### config.mk
export PLATFORM = sky130hd
export DESIGN_NAME = load_controller
export DESIGN_NICKNAME = d
export VERILOG_FILES = /design/src/rtl/keccak_pkg.sv /design/src/rtl/load_controller.sv
export SDC_FILE = /design/constraint.sdc
export NUM_CORES = 1
export LEC_CHECK = 0
export CAP_MARGIN = 20
export CORE_AREA = 2 2 39 41
export CTS_CLUSTER_DIAMETER = 150
export DETAILED_ROUTE_END_ITERATION = 7
export DIE_AREA = 0 0 41 43
export PLACE_DENSITY = 0.63
export SLEW_MARGIN = 10
export SYNTH_ARGS = -nofsm -noshare
export SYNTH_HDL_FRONTEND = slang
export SYNTH_SLANG_ARGS = --single-unit
### constraint.sdc
create_clock -name clk -period 2 [get_ports clk]
set_input_delay 0.4 -clock clk [delete_from_list [all_inputs] [get_ports clk]]
set_output_delay 0.4 -clock clk [all_outputs]
set_load 0.05 [all_outputs]
### src/rtl/keccak_pkg.sv
// keccak_pkg: load controller state encoding, mode vectors and rate block sizes in words.
package keccak_pkg;

    typedef enum logic [1:0] {LC_IDLE, LC_LOAD, LC_PAD, LC_BLOCK} load_ctrl_state_t;

    localparam logic [1:0] MODE_SHAKE128 = 2'd0;
    localparam logic [1:0] MODE_SHAKE256 = 2'd1;

    localparam int RATE_WORDS_SHAKE128 = 21;
    localparam int RATE_WORDS_SHAKE256 = 17;

    function automatic int rate_words(input logic [1:0] mode);
        return (mode == MODE_SHAKE256) ? RATE_WORDS_SHAKE256 : RATE_WORDS_SHAKE128;
    endfunction

endpackage

### src/rtl/load_controller.sv
// load_controller: header/data intake FSM driving load datapath strobes and block handoff.
// Define LOAD_CTRL_STATS_EN to add the blocks_absorbed statistics counter port.
module load_controller
    import keccak_pkg::*;
#(
    parameter int BLK_CNT_W = 16
) (
    input  logic clk,
    input  logic rst,
    input  logic valid_in,
    output logic ready_in,
    input  logic first_incomplete_input_word,
    input  logic input_size_reached,
    input  logic input_buffer_full,
    input  logic last_input_block,
    output logic load_enable,
    output logic control_regs_enable,
    output logic padding_enable,
    output logic padding_reset,
    output logic input_counter_en,
    output logic input_counter_load,
    output logic block_valid,
    input  logic block_ready,
    output logic block_last,
    output logic busy
`ifdef LOAD_CTRL_STATS_EN
    ,
    output logic [BLK_CNT_W-1:0] blocks_absorbed
`endif
);

    load_ctrl_state_t state, next_state;
    logic data_hs;

    always_ff @(posedge clk)
        if (rst) state <= LC_IDLE;
        else     state <= next_state;

    assign data_hs = valid_in & ~input_buffer_full & ~input_size_reached;

    always_comb begin
        next_state          = state;
        ready_in            = 1'b0;
        load_enable         = 1'b0;
        control_regs_enable = 1'b0;
        padding_enable      = 1'b0;
        padding_reset       = 1'b0;
        input_counter_en    = 1'b0;
        input_counter_load  = 1'b0;
        block_valid         = 1'b0;
        block_last          = 1'b0;
        busy                = state != LC_IDLE;
        case (state)
            LC_IDLE: begin
                ready_in            = 1'b1;
                control_regs_enable = valid_in;
                padding_reset       = valid_in;
                input_counter_load  = valid_in;
                next_state          = valid_in ? LC_LOAD : LC_IDLE;
            end
            LC_LOAD: begin
                ready_in         = ~input_buffer_full & ~input_size_reached;
                load_enable      = data_hs;
                input_counter_en = data_hs;
                padding_enable   = data_hs & first_incomplete_input_word;
                next_state       = input_buffer_full ? LC_BLOCK : input_size_reached ? LC_PAD : LC_LOAD;
            end
            // Padding words fill the remainder of the block; the full cycle issues no load.
            LC_PAD: begin
                padding_enable   = ~input_buffer_full;
                load_enable      = ~input_buffer_full;
                input_counter_en = ~input_buffer_full;
                next_state       = input_buffer_full ? LC_BLOCK : LC_PAD;
            end
            default: begin
                block_valid        = 1'b1;
                block_last         = last_input_block;
                input_counter_load = block_ready;
                if (block_ready)
                    next_state = last_input_block ? LC_IDLE : input_size_reached ? LC_PAD : LC_LOAD;
            end
        endcase
    end

`ifdef LOAD_CTRL_STATS_EN
    always_ff @(posedge clk)
        if (rst || (state == LC_IDLE && valid_in)) blocks_absorbed <= '0;
        else if (block_valid && block_ready)     blocks_absorbed <= blocks_absorbed + 1'b1;
`endif

endmodule

==> results of run 1 <==
cell type report:
cell class,count,area [sq um],area share
Timing Repair Buffer,17,270,0.447
Multi-Input combinational cell,28,233,0.385
Sequential cell,2,40.0,0.0663
Clock buffer,3,22.5,0.0373
Tap cell,16,20.0,0.0331
Inverter,5,18.8,0.0311
through the flow:
step                      instance area [sq um]  utilization  cells  setup WS (ns)  total power [W]
after global routing                        604        0.437     71         0.0141          0.00107
after CTS                                   592        0.428     71         0.0203          0.00100
after detailed placement                    569        0.411     68         0.0996         0.000904
after global placement                      569        0.411     68          0.110         0.000898
final                                       604        0.437     71         0.0976          0.00101
after floorplan                             294            -     37         0.0506         0.000566
timing repair:
item                       4_1_cts  5_1_grt
resized for setup                0        2
setup endpoints to repair        0        3
setup buffers                    0        0
hold endpoints to repair         0        0
kinds of logic after synthesis:
logic type | count (synthesis) | share of synthesized area
AND/OR/NAND/NOR | 14 | 0.310
AO/OA/AOI/OAI | 10 | 0.252
buffers and inverters | 7 | 0.119
adder cells (fa/ha/maj) | 4 | 0.177
flip-flops | 2 | 0.142
power groups by stage:
stage | registers (W) | logic (W) | clock network [W]
after floorplan | 0.0000711 | 0.000495 | 0
after global placement | 0.0000729 | 0.000825 | 0
after detailed placement | 0.0000739 | 0.000830 | 0
after CTS | 0.0000736 | 0.000831 | 0.0000965
after global routing | 0.0000817 | 0.000886 | 0.000101
final | 0.0000786 | 0.000839 | 0.0000902
worst paths after layout:
check / start / endpoint / slack (ns) / cells past startpoint
min reg2reg: state[1] / state[1] / 0.50 / 2
min: state[1] / state[1] / 0.50 / 2
max reg2reg: state[0] / state[0] / 0.39 / 5
max: input_size_reached / padding_enable / 0.1 / 5
synth_stat cells:
| master | count | area [sq um] |
|---|---|---|
| nand2b_1 | 3 | 18.8 |
| nor2_1 | 3 | 11.3 |
| o21ai_0 | 2 | 10.0 |
| o22ai_1 | 1 | 6.26 |
| a221oi_2 | 1 | 15.0 |
| dfxtp_1 | 2 | 40.0 |
| nand2_1 | 3 | 11.3 |
| nor2b_1 | 1 | 6.26 |
| buf_4 | 2 | 15.0 |
| a21oi_1 | 4 | 20.0 |
| nor3b_1 | 1 | 7.51 |
| and2_1 | 1 | 6.26 |
| inv_1 | 5 | 18.8 |
| nor4_4 | 1 | 21.3 |
| ha_1 | 4 | 50.1 |
| nand3_1 | 1 | 5.00 |
| a221o_1 | 2 | 20.0 |
metal layers:
layer	GRT usage	vias to the layer above
met5	0	-
met4	0.0800	0
met3	0.0366	2
met2	0.141	10
met1	0.131	125
li1	-	166
critical path: cells and delay by family:
family                 cells  cell delay (ns)
AO/OA/AOI/OAI              1             0.19
AND/OR/NAND/NOR            2             0.28
buffers and inverters      2             0.62
==> flow_summary.json, run 1 <==
{
  "status": "complete, no violations",
  "cp.arrival_ns": 1.50,
  "grt_pass1_wl_um": 1250,
  "clkSlewWorstSetupHoldPaths_ns": 0.03,
  "cp_data_required_time_ns": 1.60,
  "wl_met3_um": 50,
  "cp_slowest_cell": "clkdlybuf4s50_1",
  "hold_viol": 0,
  "max_cap_violations": 0,
  "critPathLaunchType": "input port",
  "diodes": 0,
  "cts_sinks": 2,
  "period_minus_slack_ns": 1.90,
  "skew_ns": 0.00465,
  "ios": 18,
  "drtIter0Drc": 1,
  "pwr-share-clk": 0.090,
  "crit_path_end_kind": "output pin",
  "cts_tree": "built",
  "layout_common_cells": "buf_12, clkdlybuf4s50_1, inv_1",
  "synth_cell_type_count": 17,
  "worstSkewPairLatency_ns": 0.23,
  "area_growth_pct": 114,
  "grt-ovfl-total": 0,
  "dr_total_vias": 303,
  "wl_per_cell_um": 10.0,
  "drtPass1Iterations": 2,
  "wl_met2_um": 337,
  "cts-root-buf": "clkbuf_4",
  "p_sw_frac": 0.501,
  "core_area_sq_um": 1380,
  "tightest_slew_ns": 0.330,
  "worst_ir_drop_vdd_mv": 0.692,
  "antenna_found_initial": 0,
  "top_layer": "met4",
  "pwr-share-seq": 0.078,
  "grt_pass1_vias": 298,
  "slew_headroom": 0.778,
  "crit_chain": "clkdlybuf4s50_1 -> nor2b_1 -> nand3_1 -> a21oi_2 -> buf_12",
  "slew_viol_final": 0,
  "syn_nets": 49,
  "largest_register": "state",
  "cp_max_fo": 5,
  "die_h_um": 43,
  "setup_viol": 0,
  "viasPerCell": 4.27,
  "grt_use_total": 0.105,
  "hpwl_um": 605,
  "period_share": 0.951,
  "num_rows": 14,
  "met1_length_um": 313,
  "ys_warn_count": 0,
  "gp_congestion": 0.779,
  "ant_nets": 0,
  "p_switching_w": 0.000505,
  "syn_inst": 37,
  "top_regs": "state (2)",
  "fin_nets": 69,
  "hp-class": "reg -> reg",
  "synth_area_per_cell_sq_um": 7.64,
  "cts_buffers": 3,
  "grt_max_degree": 9,
  "io_buffers": 17,
  "largest_register_ffs": 2,
  "p_comb_frac": 0.832,
  "ys_ff_latch": 2,
  "hold_ws_ns": 0.498,
  "synth.cell_area_sq_um": 283,
  "htreeDepth": 1,
  "hold_buffers": 0,
  "yosysSeqAreaShare": 0.142,
  "cellInternalPower_w": 0.000503,
  "fmax_mhz": 526,
  "crit_type": "in -> out",
  "die_w_um": 41,
  "final.setup.tns_ns": 0,
  "die_area_sq_um": 1760,
  "power_density_nw_per_um2": 1670,
  "rsz0062_at_grt": "no",
  "final_common_cell": "buf_12",
  "floorplan.initialDensity": 0.204,
  "drc": 0,
  "fillers": 130,
  "critical_path.max_stage_delay_ns": 0.47,
  "drive_above_1_share": 0.327,
  "wl_um": 713,
  "p_leak_nw": 0.233,
  "clk_path_buf_depth": 2
}
(Power assumes the default switching activity.)
==> run 2, diff against run 1 <==
==> constraint.sdc (replaced) <==
create_clock -name clk -period 2 [get_ports clk]
set_input_delay 0.2 -clock clk [delete_from_list [all_inputs] [get_ports clk]]
set_output_delay 0.2 -clock clk [all_outputs]
set_load 0.05 [all_outputs]
==> run 2 against run 1 <==
Global-route usage decreased by 0.90 points. Core utilization decreased by 4.2 points. Clock-buffer cell count unchanged. Maximum frequency increased by 5.2%. Wire length decreased by 4.3%. Die area unchanged. Clock skew decreased by 0.0042 ns. Critical path type is now reg -> out.
==> flow_summary.json, run 2 (same netlist as run 1, synthesis figures left out) <==
{
  "final.setup.tns_ns": 0,
  "fin_nets": 69,
  "cp_data_required_time_ns": 1.80,
  "drive_above_1_share": 0.291,
  "num_rows": 14,
  "gp_congestion": 0.745,
  "critPathLaunchType": "flip-flop",
  "cp.arrival_ns": 1.61,
  "layout_common_cells": "clkdlybuf4s50_1, buf_12, inv_1, a21oi_1, ha_1",
  "crit_path_end_kind": "output pin",
  "cp_max_fo": 5,
  "hold_viol": 0,
  "seqCellArea_sq_um": 40.0,
  "hold_buffers": 0,
  "htreeDepth": 1,
  "grt-ovfl-total": 0,
  "drtIter0Drc": 3,
  "worstSkewPairLatency_ns": 0.22,
  "max_cap_violations": 0,
  "r2r_cells": 5,
  "ios": 18,
  "holdPathStages": 2,
  "diodes": 0,
  "io_buffers": 17,
  "worstHoldStart": "state[1]",
  "cts_tree": "built",
  "slew_headroom": 0.786,
  "antenna_found_initial": 0,
  "hpwl_um": 583,
  "floorplan.initialDensity": 0.204,
  "period_minus_slack_ns": 1.81,
  "clkSlewWorstSetupHoldPaths_ns": 0.03,
  "grt_pass1_vias": 300,
  "cts_sinks": 2,
  "core_area_sq_um": 1380,
  "setup_slack_ns": 0.192,
  "fmax_mhz": 553,
  "largest_register_ffs": 2,
  "dr_total_vias": 319,
  "die_area_sq_um": 1760,
  "viasPerCell": 4.49,
  "hp-class": "reg -> reg",
  "wl_per_cell_um": 9.61,
  "post_cts_resized": 0,
  "cts_setup_buffers": 0,
  "wl_um": 682,
  "r2r_end": "state[0]",
  "post-place-ws_ns": 0.422,
  "area_growth_pct": 92.9,
  "multi_input_area_sq_um": 211,
  "largest_register": "state",
  "skew_ns": 0.000492,
  "period_share": 0.904,
  "final_util": 0.394,
  "grt_pass1_wl_um": 1150,
  "r2r_start": "state[0]",
  "cts_buffers": 3,
  "drtPass1Iterations": 2,
  "ant_nets": 0,
  "top_regs": "state (2)",
  "fillers": 151,
  "crit_type": "reg -> out",
  "drc": 0,
  "hold_path_end": "state[1]",
  "cts-root-buf": "clkbuf_4",
  "power_density_nw_per_um2": 1690,
  "status": "complete, no violations",
  "die_w_um": 41,
  "grt_max_degree": 9,
  "rsz0062_at_grt": "no",
  "grt_use_total": 0.0962,
  "slew_viol_final": 0,
  "die_h_um": 43,
  "worst_ir_drop_vdd_mv": 0.720,
  "tightest_slew_ns": 0.318,
  "clk_path_buf_depth": 2,
  "r2r_slack_ns": 0.45,
  "setup_viol": 0,
  "p_leak_nw": 0.223
}
==> run 2: cell counts in the layout (fill, tap and decap cells not counted) <==
No cell type changed its count.
==> run 2: report_power, final <==
group / switching, W / total [W] / internal, W
logic: 0.000438 / 0.000759 / 0.000322
clock network: 0.0000205 / 0.0000865 / 0.0000659
registers: 0.0000178 / 0.0000760 / 0.0000582
==> run 2: per-layer routing <==
metal | track usage | part of all wire | vias to the layer above
li1 | - | - | 165
met1 | 0.118 | 0.44 | 143
met2 | 0.147 | 0.49 | 11
met3 | 0.0157 | 0.069 | 0
met4 | 0.0600 | 0 | 0
met5 | 0 | 0 | -
==> run 2: layout make-up <==
| type | count | share of cell area |
|---|---|---|
| clock buffers | 3 | 0.0413 |
| inverters | 5 | 0.0344 |
| multi-input cells | 28 | 0.388 |
| flip-flops and latches | 2 | 0.0734 |
| well taps | 16 | 0.0367 |
| repair buffers | 17 | 0.427 |
==> run 2: per-stage QoR <==
stage / hold WS, ns / instances / cell area (sq um) / power, W
after floorplan: 0.266 / 37 / 285 / 0.000555
after global placement: 0.485 / 68 / 523 / 0.000832
after detailed placement: 0.490 / 68 / 523 / 0.000839
after CTS: 0.494 / 71 / 546 / 0.000932
after global routing: 0.532 / 71 / 546 / 0.000981
final: 0.491 / 71 / 546 / 0.000922
==> run 2: how the worst max path moves through the flow <==
stage	start	cells after the start	endpoint	slack (ns)
global route	state[1]	6	padding_enable	0.05
floorplan	state[1]	5	padding_enable	0.12
detailed placement	state[1]	6	padding_enable	0.42
global placement	state[1]	6	padding_enable	0.45
CTS	state[1]	6	padding_enable	0.18
finish	state[1]	6	padding_enable	0.19
==> run 2: critical path, cell delays in order, from the launching register on <==
cell and delay, ns:
dfxtp_1 0.32, inv_1 0.08, ha_1 0.27, nor2b_1 0.20, nand3_1 0.09, a21oi_1 0.25, buf_12 0.17
